===== src/rtl/keypad_scanner_pkg.sv =====
// Shared types and constants for the 4x4 keypad scanner: FSM states, key codes,
// column-drive reset pattern and the row/column to key-code map.
package keypad_pkg;

   typedef enum logic [1:0] {
      SCAN     = 2'd0,
      DEBOUNCE = 2'd1,
      HELD     = 2'd2,
      RELEASE  = 2'd3
   } state_e;

   localparam logic [3:0] KEY_A    = 4'd10;
   localparam logic [3:0] KEY_B    = 4'd11;
   localparam logic [3:0] KEY_C    = 4'd12;
   localparam logic [3:0] KEY_D    = 4'd13;
   localparam logic [3:0] KEY_STAR = 4'd14;
   localparam logic [3:0] KEY_HASH = 4'd15;

   localparam logic [3:0] COL_RESET = 4'b1110;

   function automatic logic [3:0] keymap(input logic [1:0] row, input logic [1:0] col);
      logic [3:0] code;
      code = 4'd0;
      case ({row, col})
         4'h0: code = 4'd1;
         4'h1: code = 4'd2;
         4'h2: code = 4'd3;
         4'h3: code = KEY_A;
         4'h4: code = 4'd4;
         4'h5: code = 4'd5;
         4'h6: code = 4'd6;
         4'h7: code = KEY_B;
         4'h8: code = 4'd7;
         4'h9: code = 4'd8;
         4'hA: code = 4'd9;
         4'hB: code = KEY_C;
         4'hC: code = KEY_STAR;
         4'hD: code = 4'd0;
         4'hE: code = KEY_HASH;
         4'hF: code = KEY_D;
         default: code = 4'd0;
      endcase
      return code;
   endfunction

   // Lowest-indexed active-low row; only meaningful when at least one row is low.
   function automatic logic [1:0] lowest_low(input logic [3:0] rows);
      logic [1:0] r;
      r = 2'd0;
      for (int i = 3; i >= 0; i--) begin
         if (!rows[i]) r = 2'(i);
      end
      return r;
   endfunction

endpackage


===== src/rtl/keypad_scanner_key_buffer.sv =====
// Four-digit BCD entry buffer: digits shift in at the low nibble, '*' empties it,
// and an explicit clear overrides any same-cycle load.
module key_buffer
   import keypad_pkg::*;
(
   input  logic        clock,
   input  logic        reset,
   input  logic        clear_i,
   input  logic        load_i,
   input  logic [3:0]  code_i,
   output logic [15:0] digits_o
);

   logic [15:0] digits_q, digits_d;

   always_comb begin
      digits_d = digits_q;
      if (clear_i) begin
         digits_d = 16'h0000;
      end else if (load_i) begin
         if (code_i <= 4'd9) begin
            digits_d = {digits_q[11:0], code_i};
         end else if (code_i == KEY_STAR) begin
            digits_d = 16'h0000;
         end
      end
   end

   always_ff @(posedge clock) begin
      if (reset) begin
         digits_q <= 16'h0000;
      end else begin
         digits_q <= digits_d;
      end
   end

   assign digits_o = digits_q;

endmodule


===== src/rtl/keypad_scanner.sv =====
// 4x4 keypad scanner: walks a one-cold column drive, synchronises and debounces the
// row returns, and strobes one key code per qualified press into the digit buffer.
//
// state    | meaning
// ---------+-----------------------------------------------------------
// SCAN     | drive columns in turn, look for any low row at end of dwell
// DEBOUNCE | column held, row pattern must stay identical to qualify
// HELD     | key reported, waiting for all rows to go high
// RELEASE  | all rows high, must stay so to qualify the release
module keypad_scanner
   import keypad_pkg::*;
#(
   parameter int DEBOUNCE_CYCLES = 16,
   parameter int SCAN_CYCLES     = 4
) (
   input  logic        clock,
   input  logic        reset,
   input  logic [3:0]  row_in,
   output logic [3:0]  col_out,
   input  logic        clear_buffer,
   output logic [3:0]  key,
   output logic        key_valid,
   output logic        key_pressed,
   output logic [15:0] key_buffer
);

   localparam int CNT_MAX = (DEBOUNCE_CYCLES > SCAN_CYCLES) ? DEBOUNCE_CYCLES : SCAN_CYCLES;
   localparam int CW      = $clog2(CNT_MAX) + 1;
   localparam logic [CW-1:0] SCAN_LAST = CW'(SCAN_CYCLES - 1);
   localparam logic [CW-1:0] DEB_LAST  = CW'(DEBOUNCE_CYCLES - 1);

   logic [3:0]    rs_meta_q, rs_q;
   state_e        state_q, state_d;
   logic [1:0]    idx_q, idx_d;
   logic [CW-1:0] cnt_q, cnt_d;
   logic [3:0]    pat_q, pat_d;
   logic [1:0]    row_sel_q, row_sel_d;
   logic [3:0]    key_q, key_d;
   logic          key_valid_q, key_valid_d;
   logic          key_pressed_q, key_pressed_d;

   always_ff @(posedge clock) begin
      if (reset) begin
         rs_meta_q     <= 4'hF;
         rs_q          <= 4'hF;
         state_q       <= SCAN;
         idx_q         <= 2'd0;
         cnt_q         <= '0;
         pat_q         <= 4'hF;
         row_sel_q     <= 2'd0;
         key_q         <= 4'd0;
         key_valid_q   <= 1'b0;
         key_pressed_q <= 1'b0;
      end else begin
         rs_meta_q     <= row_in;
         rs_q          <= rs_meta_q;
         state_q       <= state_d;
         idx_q         <= idx_d;
         cnt_q         <= cnt_d;
         pat_q         <= pat_d;
         row_sel_q     <= row_sel_d;
         key_q         <= key_d;
         key_valid_q   <= key_valid_d;
         key_pressed_q <= key_pressed_d;
      end
   end

   always_comb begin
      state_d       = state_q;
      idx_d         = idx_q;
      cnt_d         = cnt_q;
      pat_d         = pat_q;
      row_sel_d     = row_sel_q;
      key_d         = key_q;
      key_valid_d   = 1'b0;
      key_pressed_d = key_pressed_q;
      case (state_q)
         SCAN: begin
            if (cnt_q == SCAN_LAST) begin
               cnt_d = '0;
               if (rs_q != 4'hF) begin
                  state_d   = DEBOUNCE;
                  pat_d     = rs_q;
                  row_sel_d = lowest_low(rs_q);
               end else begin
                  idx_d = idx_q + 2'd1;
               end
            end else begin
               cnt_d = cnt_q + 1'b1;
            end
         end
         DEBOUNCE: begin
            if (rs_q != pat_q) begin
               state_d = SCAN;
               idx_d   = idx_q + 2'd1;
               cnt_d   = '0;
            end else if (cnt_q == DEB_LAST) begin
               state_d       = HELD;
               cnt_d         = '0;
               key_d         = keymap(row_sel_q, idx_q);
               key_valid_d   = 1'b1;
               key_pressed_d = 1'b1;
            end else begin
               cnt_d = cnt_q + 1'b1;
            end
         end
         HELD: begin
            if (rs_q == 4'hF) begin
               state_d = RELEASE;
               cnt_d   = '0;
            end
         end
         RELEASE: begin
            // Any low row during release is bounce: fall back without a new strobe.
            if (rs_q != 4'hF) begin
               state_d = HELD;
               cnt_d   = '0;
            end else if (cnt_q == DEB_LAST) begin
               state_d       = SCAN;
               cnt_d         = '0;
               idx_d         = idx_q + 2'd1;
               key_pressed_d = 1'b0;
            end else begin
               cnt_d = cnt_q + 1'b1;
            end
         end
         default: begin
            state_d = SCAN;
            cnt_d   = '0;
         end
      endcase
   end

   always_comb begin
      col_out     = ~((~COL_RESET) << idx_q);
      key         = key_q;
      key_valid   = key_valid_q;
      key_pressed = key_pressed_q;
   end

   key_buffer u_key_buffer (
      .clock    (clock),
      .reset    (reset),
      .clear_i  (clear_buffer),
      .load_i   (key_valid_q),
      .code_i   (key_q),
      .digits_o (key_buffer)
   );

endmodule


===== config.mk =====
export PLATFORM = sky130hd
export DESIGN_NAME = keypad_scanner
export DESIGN_NICKNAME = d
export VERILOG_FILES = /design/src/rtl/keypad_scanner_pkg.sv /design/src/rtl/keypad_scanner_key_buffer.sv /design/src/rtl/keypad_scanner.sv
export SDC_FILE = /design/constraint.sdc
export NUM_CORES = 1
export LEC_CHECK = 0
export CAP_MARGIN = 20
export CORE_ASPECT_RATIO = 1.2
export CORE_UTILIZATION = 35
export DETAILED_ROUTE_END_ITERATION = 7
export HOLD_SLACK_MARGIN = 0.03
export PLACE_DENSITY_LB_ADDON = 0.25
export RECOVER_POWER = 50
export SLEW_MARGIN = 20
export SYNTH_ARGS = -nofsm -noshare
export SYNTH_HDL_FRONTEND = slang
export SYNTH_SLANG_ARGS = --single-unit

===== constraint.sdc =====
create_clock -name clock -period 2.3 [get_ports clock]
set_input_delay 0.46 -clock clock [delete_from_list [all_inputs] [get_ports clock]]
set_output_delay 0.46 -clock clock [all_outputs]
set_load 0.01 [all_outputs]

==> key figures <==
Outcome
  – Status: completed

Clock tree
  – CTS Hold Bufs: 0
  – Root buffer cell: clkbuf_8
  – Setup Fix Bufs, Post-CTS: 0
  – Worst skew pair latency: 290 ps
  – Clock buffer depth: 2
  – CTS Sinks: 45
  – Clock transition at path regs: 80 ps
  – Post_cts resized: 0
  – TritonCTS clock tree: done
  – Cts bufs inserted: 5
  – Htree depth: 2

Place
  – DP HPWL: 2760 um
  – Routability-driven placement congestion ratio: 0.805
  – Cell Area, Placed: 2390 um2
  – Port buffer count: 32

Timing
  – Final setup viols: 0
  – Final hold vios: 0
  – Worst Tran Pin Value: 847 ps
  – Worst clock skew: 3.16 ps
  – WHS: 413 ps
  – Tmin final: 2170 ps
  – Maximum clock frequency: 460 MHz
  – Setup TNS: 0 ps
  – Slew HR: 43.5%
  – RSZ-0062 raised after global routing: false
  – Fin crit share: 94.4%
  – Final Max Slew Viols: 0

Final layout
  – Final core utilization: 45.6%
  – Finished Cell Area: 2480 um2
  – Antenna Cells: 0
  – Layout area overhead: 22.5%
  – Most common cell after layout, fill and taps aside: dfxtp_1
  – Layout cells sized above 1: 8.53%
  – Most frequent cells in the layout: 45 x dfxtp_1, 30 x nor2_1, 24 x clkdlybuf4s50_1, 17 x nand2_1
  – # nets final: 273

Routing
  – Routed via count: 1,655
  – First-pass DRT Iterations: 4
  – Routed length per instance: 11.9 um
  – Number of routed nets with antenna violations: 0
  – First DRT Iteration DRCs: 80
  – Vias per cell: 5.17
  – Drt drc: 0
  – WL final: 3810 um

Pwr
  – Sw frac: 23.8%
  – Clk pwr share: 35.8%
  – Peak VDD IR: 0.394 mV
  – Net Switching: 0.376 mW
  – Cell Int Power: 1.20 mW
  – Tot Pwr: 1.58 mW
  – Leakage power: 0.919 nW
  – Seq pwr share: 53.0%
  – PwrDens: 637 nW/um2
  – Gate power share: 11.3%

Die
  – Core area: 5440 um2
  – Num ports: 33
  – Die Footprint: 6090 um2
  – Rows: 29
  – DIE HEIGHT: 85.3 um
  – Initial Utilization: 37.2%
  – Die W: 71.4 um

Setup path
  – Startpoint types: flop
  – Endpoint class of the critical path: output pin
  – Max FO, Critical Path: 9
  – Crit path kind: reg2out
  – Arr. time, crit path: 1710 ps
  – Critical path data required time: 1840 ps

Global route
  – GRT overflow: 0
  – Initial antenna violation count: 0
  – First-pass GRT wire length: 6760 um
  – Vias in the first global route: 1,533
  – Largest net degree at the start of global routing: 17
  – Total GRT Usage: 13.8%

Synth
  – Ys flop type: dfxtp_1
  – Mapped Cells: 229
  – Compound-cell area share of the yosys netlist: 17.8%
  – Post-Syn Area: 2020 um2
  – Asr flop ratio synth: 0%
  – Largest family of logic cells by synthesized area: simple AND/OR/NAND/NOR gates
  – Register bit total from synthesis: 45
  – Post-Synth Adder-Cell Area: 4.94%
  – Synth Area in Simple Gates: 23.2%
  – Sequential-to-total area share from yosys stat: 44.5%
  – Yosys warns: 0
  – Syn nets: 244
  – Post-synthesis mux area share: 2.47%
  – Syn avg cell area: 8.84 um2
  – Xor and xnor area share after synthesis: 2.16%
  – Netlist cell types: 44
  – Number of synthesized flops with an enable pin: 0

Job
  – Maxcap violations: 0

Worst hold path
  – Hold/Removal Path Class: reg2reg
## Yosys cell counts, types with 2 or more instances
cell	count	share of area [%]
mux2i_1	5	2.5
ha_1	8	4.9
nor2_1	30	5.6
or2_2	10	3.1
o21ai_0	7	1.7
clkbuf_1	12	2.2
a22oi_1	14	5.2
a211oi_1	5	1.9
inv_1	8	1.5
nand3b_1	5	1.9
a32o_1	2	0.99
a21oi_1	14	3.5
o211ai_1	2	0.74
xnor2_1	5	2.2
nor4_1	2	0.62
nand2_1	17	3.2
dfxtp_1	45	44
o21ai_1	3	0.74
nand3_1	10	2.5
## cells by family (layout without fill, tap and decap cells)
logic type,after synthesis,count (layout)
buffers and inverters,23,52
AND/OR/NAND/NOR,89,89
flip-flops,45,45
AO/OA/AOI/OAI,54,54
adder cells (fa/ha/maj),8,8
XOR/XNOR,5,5
multiplexers,5,5
## sequential cells by signal, summed over array words and instances, names as in the netlist
signal	flops
idx_q	2
cnt_q	5
key	4
key_valid	1
pat_q	4
rs_meta_q	4
u_key_buffer.digits_o	16
key_pressed	1
row_sel_q	2
rs_q	4
state_q	2
## power groups by stage
stage / Combinational (mW) / Sequential (mW) / Clock (mW)
after CTS: 0.185 / 0.837 / 0.589
final: 0.178 / 0.837 / 0.566
after detailed placement: 0.185 / 0.855 / 0
after floorplan: 0.148 / 0.842 / 0
after global routing: 0.205 / 0.842 / 0.613
after global placement: 0.180 / 0.855 / 0
## metrics by stage
stage / std cells / worst slack (ps)
floorplan: 229 / 418
CTS: 320 / 107
global route: 320 / 13.9
global placement: 313 / 356
detailed placement: 313 / 305
finish: 320 / 128
## worst max-delay path, stage by stage (launching register included)
cell,delay [ps]
dfxtp_1,490
inv_1,130
ha_1,230
inv_1,50
clkdlybuf4s50_1,520
## worst paths after layout
check	start	to	slack, ps	cells past startpoint
min	rs_meta_q[1]$_SDFF_PP1_	rs_q[1]$_SDFF_PP1_	410	1
min reg2reg	rs_meta_q[1]$_SDFF_PP1_	rs_q[1]$_SDFF_PP1_	410	1
max reg2reg	cnt_q[0]$_SDFFE_PP0P_	cnt_q[1]$_SDFFE_PP0P_	230	6
max	idx_q[0]$_SDFFE_PP0P_	col_out[0]	130	4
## final cells by class
| cell class | instances | area [um2] |
|---|---|---|
| repair buffers | 37 | 347 |
| clock buffers | 5 | 68.8 |
| flip-flops and latches | 45 | 901 |
| clock inverters | 2 | 35.0 |
| multi-input cells | 161 | 1020 |
| well taps | 62 | 77.6 |
| fillers | 555 | 2960 |
| inverters | 8 | 30.0 |
## routing by layer
metal  track usage [%]  wire [um]
met1              17.3       1780
met2              23.3       1870
met3              3.21        106
met4              4.73         52
met5                 0          0
No activity file was read; power rests on OpenSTA's default activity.
